==> config.mk <==
export PLATFORM = sky130hd
export DESIGN_NAME = mem_port_arbiter
export DESIGN_NICKNAME = d
export VERILOG_FILES = /design/src/rtl/mem_port_arbiter.sv
export SDC_FILE = /design/constraint.sdc
export NUM_CORES = 1
export LEC_CHECK = 0
export BUFFER_PORTS_ARGS = -buffer_cell sky130_fd_sc_hd__buf_2
export CAP_MARGIN = 20
export CORE_AREA = 2 2 110 112
export DETAILED_ROUTE_END_ITERATION = 6
export DIE_AREA = 0 0 112 114
export GPL_TIMING_DRIVEN = 1
export HOLD_SLACK_MARGIN = 0.15
export PLACE_DENSITY = 0.61
export SYNTH_ARGS = -nofsm -noshare
export SYNTH_HDL_FRONTEND = slang
export SYNTH_SLANG_ARGS = --single-unit
==> constraint.sdc <==
create_clock -name clk -period 5.2 [get_ports clk]
set_input_delay 1.04 -clock clk [delete_from_list [all_inputs] [get_ports clk]]
set_output_delay 1.04 -clock clk [all_outputs]
set_load 0.1 [all_outputs]
==> src/rtl/mem_port_arbiter.sv <==
// rtl/mem_port_arbiter.sv - merges CPU fetch and data SRAM-like ports onto one downstream port
//
// Ports:
//   clk, resetn                     clock, synchronous active-low reset
//   inst_req/addr -> inst_addr_ok   fetch address phase (read-only, word size)
//   inst_data_ok, inst_rdata        fetch response
//   data_req/wr/wstrb/addr/size/wdata -> data_addr_ok   data address phase
//   data_data_ok, data_rdata        data response
//   m_req/wr/wstrb/addr/size/wdata  downstream address phase, m_addr_ok accepts
//   m_data_ok, m_rdata              downstream in-order response
//   err                             sticky: response seen with nothing outstanding
module mem_port_arbiter #(
    parameter int DEPTH = 4,
    parameter int PTR_W = 2
) (
    input  logic        clk,
    input  logic        resetn,
    input  logic        inst_req,
    input  logic [31:0] inst_addr,
    output logic [31:0] inst_rdata,
    output logic        inst_addr_ok,
    output logic        inst_data_ok,
    input  logic        data_req,
    input  logic        data_wr,
    input  logic [3:0]  data_wstrb,
    input  logic [31:0] data_addr,
    input  logic [2:0]  data_size,
    input  logic [31:0] data_wdata,
    output logic [31:0] data_rdata,
    output logic        data_addr_ok,
    output logic        data_data_ok,
    output logic        m_req,
    output logic        m_wr,
    output logic [3:0]  m_wstrb,
    output logic [31:0] m_addr,
    output logic [2:0]  m_size,
    output logic [31:0] m_wdata,
    input  logic [31:0] m_rdata,
    input  logic        m_addr_ok,
    input  logic        m_data_ok,
    output logic        err
);

    localparam logic [PTR_W:0]   FULL_CNT = (PTR_W + 1)'(DEPTH);
    localparam logic [PTR_W:0]   CNT_ONE  = (PTR_W + 1)'(1);
    localparam logic [PTR_W-1:0] PTR_ONE  = PTR_W'(1);

    // Lock state: a presented-but-not-accepted request pins the owner.
    typedef enum logic [1:0] {
        LK_IDLE = 2'd0,
        LK_INST = 2'd1,
        LK_DATA = 2'd2
    } lk_state_t;

    lk_state_t lk_state_q, lk_state_d;

    logic [DEPTH-1:0] fifo_q;      // owner per outstanding transaction, 1 = data
    logic [PTR_W-1:0] wr_ptr_q;
    logic [PTR_W-1:0] rd_ptr_q;
    logic [PTR_W:0]   cnt_q;
    logic             err_q;

    logic lk_v;
    logic lk_o;
    logic sel;                     // 1 = data port owns the downstream port
    logic full;
    logic empty;
    logic acc;
    logic push;
    logic pop;
    logic head;

    assign lk_v  = (lk_state_q != LK_IDLE);
    assign lk_o  = (lk_state_q == LK_DATA);
    assign full  = (cnt_q == FULL_CNT);
    assign empty = (cnt_q == '0);
    assign head  = fifo_q[rd_ptr_q];

    // State register
    always_ff @(posedge clk) begin
        if (!resetn) begin
            lk_state_q <= LK_IDLE;
        end else begin
            lk_state_q <= lk_state_d;
        end
    end

    // Next-state: a full FIFO keeps m_req low, so the lock simply holds.
    always_comb begin
        lk_state_d = lk_state_q;
        if (acc) begin
            lk_state_d = LK_IDLE;
        end else if (m_req) begin
            lk_state_d = sel ? LK_DATA : LK_INST;
        end
    end

    // Outputs: selection and downstream address phase
    always_comb begin
        sel          = 1'b0;
        m_req        = 1'b0;
        m_wr         = 1'b0;
        m_wstrb      = 4'b0;
        m_addr       = inst_addr;
        m_size       = 3'd2;
        m_wdata      = 32'd0;
        acc          = 1'b0;
        inst_addr_ok = 1'b0;
        data_addr_ok = 1'b0;

        if (lk_v) begin
            sel = lk_o;
        end else if (data_req) begin
            sel = 1'b1;
        end

        if (sel) begin
            m_wr    = data_wr;
            m_wstrb = data_wstrb;
            m_addr  = data_addr;
            m_size  = data_size;
            m_wdata = data_wdata;
        end

        // Full gating uses the registered count only, so m_data_ok never
        // reaches m_req combinationally.
        m_req        = resetn && !full && (sel ? data_req : inst_req);
        acc          = m_req && m_addr_ok;
        inst_addr_ok = acc && !sel;
        data_addr_ok = acc && sel;
    end

    // Response routing
    assign push         = acc;
    assign pop          = resetn && m_data_ok && !empty;
    assign inst_data_ok = pop && !head;
    assign data_data_ok = pop && head;
    assign inst_rdata   = m_rdata;
    assign data_rdata   = m_rdata;
    assign err          = err_q;

    // Owner FIFO, pointers, count, sticky error
    always_ff @(posedge clk) begin
        if (!resetn) begin
            fifo_q   <= '0;
            wr_ptr_q <= '0;
            rd_ptr_q <= '0;
            cnt_q    <= '0;
            err_q    <= 1'b0;
        end else begin
            if (push) begin
                fifo_q[wr_ptr_q] <= sel;
                wr_ptr_q         <= wr_ptr_q + PTR_ONE;
            end
            if (pop) begin
                rd_ptr_q <= rd_ptr_q + PTR_ONE;
            end
            case ({push, pop})
                2'b10:   cnt_q <= cnt_q + CNT_ONE;
                2'b01:   cnt_q <= cnt_q - CNT_ONE;
                default: cnt_q <= cnt_q;
            endcase
            if (m_data_ok && empty) begin
                err_q <= 1'b1;
            end
        end
    end

endmodule

==> results_dict.tcl, run 1 <==
set metrics [dict create \
    num_io_pins 284 \
    period_needed_ns 3.610 \
    setup_viol 0 \
    cts.sinks 14 \
    p_leak_nw 1.463 \
    htreeDepth 1 \
    yosysWarnings 0 \
    maxCapViolations 0 \
    grt.total_usage_pct 9.063 \
    hold_slack_ns 0.4763 \
    cp_max_fo 66 \
    grt_max_degree 67 \
    drc_errors 0 \
    worst_slack_ns 1.590 \
    end_kind "output port" \
    place_congestion 0.7619 \
    port_buffers 187 \
    antenna_found_initial 0 \
    antennaDiodeCount 0 \
    rows 40 \
    syn-mean-instance-area_um2 8.489 \
    worstSetupPathType "in2out" \
    fin_nets 504 \
    maxSlewHeadroom_pct 65.41 \
    start_kind "input port" \
    total_power_uw 897.8 \
    maxSlewViolCount 0 \
    syn_area_mm2 0.002012 \
    syn_to_final_growth_pct 34.27 \
    ys_seq_area_share_pct 13.93 \
    routedWlPerCell_um 13.32 \
    grt_pass1_vias 1822 \
    ir_worst_vdd_v 0.0001522 \
    dr_total_vias 1965 \
    ys_types 36 \
    cts_resized 0 \
    pre_cts_slack_ns 1.587 \
    min_from "fifo_q[2]" \
    r2r-start "lk_state_q[0]" \
    fin_skew_ns 0.002444 \
    dp.cells 498 \
    cts_setup_buffers 0 \
    powerDensity_mw_per_mm2 332.4 \
    cts_tree "yes" \
    clock_latency_ns 0.24 \
    cts_buffers 3 \
    die_h_um 114 \
    final_antenna_net_count 0 \
    drive_above_1_share_pct 65.92 \
    dp_hpwl_mm 5.776 \
    die_area_mm2 0.01277 \
    fmax_mhz 277.0 \
    worst_slew_pin_slew_ns 0.5225 \
    coreArea_mm2 0.01171 \
    drt_wl_total_mm 6.688 \
    fp.dieW_um 112 \
    path_clk_slew_ns 0.05 \
    grt_setup_unrepaired "false" \
    start_util_pct 17.18 \
    initialDrtViolationCount 61 \
    min-delay-path-class "reg2reg" \
    crit_arrival_ns 2.57 \
    cts.path.max_buffers 2 \
    viasPerCell 3.914 \
    gr-total-overflow 0 \
    synth_fp_nets 385 \
    synth_seq_cells 14 \
    cp.required_ns 4.16 \
    finalHoldViolCount 0 \
    postSynthCellCount 237 \
    crit_start "data_req" \
    drtPass1Iterations 4 \
    status "finished clean" \
    cts_hold_buf 0 \
    grt_pass1_wl_mm 9.183 \
    fin_tns_setup_ns 0 \
    final_cells 502 \
    cts-root-buf "clkbuf_16" \
    finalCritPeriodShare_pct 69.43 \
]
==> placed cells by master (no fill, tap or decap), types with 2 or more instances in the layout <==
master / n
o21ai_0: 2
inv_1: 7
nor2b_1: 2
and3_1: 5
nand3_1: 4
mux2_2: 25
ha_1: 5
mux2i_1: 8
nand2_2: 2
xnor2_1: 2
dfxtp_1: 14
clkbuf_16: 3
a21oi_1: 2
mux2_4: 7
and2_1: 43
nor2_1: 4
buf_2: 187
nand2_1: 14
or3_1: 2
==> cells in the mapped netlist (all sizes together) <==
library cell / instances / area share [%]
nor3: 1 / 0.25
nand3: 5 / 1.5
buf: 70 / 26
xor2: 1 / 0.44
dfxtp: 14 / 14
nor2b: 2 / 0.62
nor4b: 1 / 1.2
a21oi: 2 / 0.50
mux2i: 8 / 4.0
nor2: 5 / 1.1
nand3b: 1 / 0.37
nand4: 1 / 0.31
a21boi: 1 / 0.37
nand2b: 1 / 0.44
clkbuf: 4 / 0.75
ha: 5 / 3.1
fa: 1 / 1.0
and3: 6 / 2.1
a211oi: 1 / 0.37
and2: 43 / 13
mux4: 1 / 1.1
xnor2: 2 / 0.87
inv: 7 / 1.3
nand2: 16 / 3.2
or3: 3 / 1.0
o21ai: 3 / 1.3
mux2: 32 / 19
==> power breakdown <==
group | internal (mW) | switching (mW)
Sequential | 0.115 | 0.00715
Combinational | 0.128 | 0.486
Clock | 0.117 | 0.0455
Total | 0.359 | 0.539
==> per-layer routing <==
metal	GRT usage, %	vias to the layer above	part of all wire [%]
met1	10.43	872	37
li1	-	941	-
met2	16.61	126	51
met4	2.846	0	2.7
met5	0	-	0
met3	2.179	26	9.2
==> state kept, by name, summed over array words and instances, names as in the netlist <==
signal / cells
cnt_q: 3
err: 1
wr_ptr_q: 2
lk_state_q: 2
fifo_q: 4
rd_ptr_q: 2
==> through the flow <==
stage | util [%] | area [um^2]
floorplan | - | 2012
global placement | 22.31 | 2613
detailed placement | 22.31 | 2613
CTS | 23.07 | 2701
global route | 23.07 | 2701
finish | 23.07 | 2701
==> worst paths after layout <==
path / endpoint / slack (ns) / depth (start not counted)
setup / recovery: m_addr[11] / 1.59 / 6
hold / removal: fifo_q[2] / 0.48 / 2
setup reg to reg: cnt_q[2] / 2.84 / 9
hold reg to reg: fifo_q[2] / 0.48 / 2
==> critical path, stage by stage <==
cell	delay, ns
buf_2	0.10
nor2_1	0.07
nor2_4	0.32
buf_12	0.30
mux2_2	0.40
buf_2	0.30
==> cell type report <==
cell class,count,area (um^2)
clock buffers,4,88.84
fillers,1296,9010
inverters,7,26.28
multi-input cells,142,1166
flip-flops and latches,14,280.3
well taps,147,183.9
repair buffers,188,955.9
==> kinds of logic after synthesis <==
| kind of cell | share of synthesized area [%] |
|---|---|
| compound gates | 2.550 |
| xor+xnor | 1.306 |
| fa+ha+maj | 4.105 |
| buf+inv | 28.36 |
| flops | 13.93 |
| mux | 24.32 |
| simple gates | 25.44 |
(Power assumes the default switching activity.)
==> run 2, diff against run 1 <==
- CORE_AREA: 2 2 110 112 -> 2 2 111 113
- DIE_AREA: 0 0 112 114 -> 0 0 113 115
- PLACE_DENSITY: 0.61 -> 0.62
- clock period: 5.2 -> 3 ns (I/O delays scaled with it)
==> results_dict.tcl, run 2 (same netlist as run 1, synthesis figures left out) <==
set metrics [dict create \
    dp_hpwl_mm 7.004 \
    end_kind "output port" \
    cts_setup_buffers 0 \
    finalCritPeriodShare_pct 83.41 \
    die_h_um 115 \
    r2r-start "lk_state_q[0]" \
    final_cell_mix "buf_2, buf_12, and2_1" \
    min_from "fifo_q[2]" \
    port_buffers 187 \
    largest_register_ffs 4 \
    antennaDiodeCount 0 \
    fmax_mhz 399.6 \
    cts.sinks 14 \
    holdPathEnd "fifo_q[2]" \
    violations "design-rule violations" \
    cts-root-buf "clkbuf_16" \
    cts_buffers 3 \
    powerDensity_mw_per_mm2 508.5 \
    regMostFlops "fifo_q" \
    ir_worst_vdd_v 0.0001909 \
    setup_viol 0 \
    reg2reg_depth 9 \
    cp.required_ns 2.40 \
    grt.total_usage_pct 11.06 \
    dr_total_vias 1930 \
    num_io_pins 284 \
    antenna_found_initial 0 \
    syn_to_final_growth_pct 71.89 \
    worst_slew_pin_slew_ns 0.5110 \
    crit_arrival_ns 1.90 \
    path_clk_slew_ns 0.04 \
    die_area_mm2 0.01300 \
    drt_wl_total_mm 7.692 \
    cts_hold_buf 0 \
    grt_pass1_wl_mm 10.92 \
    rows 40 \
    viasPerCell 3.837 \
    cp_max_fo 59 \
    htreeDepth 1 \
    fin_util_pct 29.28 \
    drive_above_1_share_pct 66.29 \
    place_area_mm2 0.003383 \
    cts.path.max_buffers 2 \
    fin_tns_setup_ns 0 \
    grt_setup_unrepaired "false" \
    cts_tree "yes" \
    finalHoldViolCount 0 \
    grt_max_degree 60 \
    p_leak_nw 1.680 \
    grt_pass1_vias 1948 \
    hold_depth 2 \
    routedWlPerCell_um 15.29 \
    drc_errors 14 \
    r2r-end "cnt_q[2]" \
    reg2reg_slack_ns 0.68 \
    status "finished with violations" \
    period_needed_ns 2.502 \
    initialDrtViolationCount 54 \
    final_antenna_net_count 0 \
    min-delay-path-class "reg2reg" \
    maxSlewViolCount 0 \
    start_kind "input port" \
    drtPass1Iterations 5 \
    clock_latency_ns 0.24 \
    fp.dieW_um 113 \
    maxCapViolations 0 \
    coreArea_mm2 0.01181 \
    cts_resized 0 \
    maxSlewHeadroom_pct 66.17 \
    gr-total-overflow 0 \
    nFillCells 1264 \
    fin_skew_ns 0.001107 \
    reg_top3 "fifo_q x4, cnt_q x3" \
    place_congestion 0.8018 \
    fin_area_mm2 0.003458 \
    final_common_cell "buf_2" \
    start_util_pct 17.03 \
    fin_nets 506 \
    worstSetupPathType "in2out" \
]
[run 2: worst max-delay path by stage]
stage	from	endpoint	slack (ns)	depth (start not counted)
3_5_place_dp	resetn	cnt_q[2]	0.45	9
6_report	data_req	m_addr[14]	0.50	6
4_1_cts	data_req	m_addr[14]	0.49	6
5_1_grt	cnt_q[0]	cnt_q[2]	0.44	9
2_1_floorplan	data_req	inst_addr_ok	0.06	5
3_3_place_gp	data_req	m_addr[14]	0.48	6
[run 2: cell type report]
type | count | area (um^2) | area share (%)
multi-input cells | 142 | 1171 | 33.86
well taps | 147 | 183.9 | 5.318
flip-flops and latches | 14 | 280.3 | 8.104
clock buffers | 3 | 75.07 | 2.171
repair buffers | 190 | 1722 | 49.78
inverters | 7 | 26.28 | 0.7598
[run 2: per-layer routing]
metal,up-vias,GRT usage [%],wire [um]
met4,0,6.016,214
li1,944,-,-
met5,-,0,0
met1,838,12.67,2881
met3,16,1.581,525
met2,132,19.88,4071
[run 2: worst max-delay path, stage by stage]
cell and delay [ns]:
buf_2 0.11, nor2_1 0.19, nor2_4 0.06, buf_12 0.19
mux2_2 0.29, buf_2 0.44
[run 2: report_power, final]
part / internal, mW / switching, mW
Combinational: 0.402 / 0.896
Sequential: 0.199 / 0.0125
Clock: 0.174 / 0.0749
Total: 0.775 / 0.983
[run 2: per-stage QoR]
stage / setup slack, ns / cells / total power, mW / hold WS (ns)
after floorplan: 0.06249 / 237 / 1.503 / 0.4353
after global placement: 0.4836 / 500 / 1.520 / 0.4443
after detailed placement: 0.4549 / 500 / 1.522 / 0.4520
after CTS: 0.4856 / 503 / 1.778 / 0.4603
after global routing: 0.4391 / 503 / 1.812 / 0.4831
final: 0.4976 / 503 / 1.759 / 0.4569
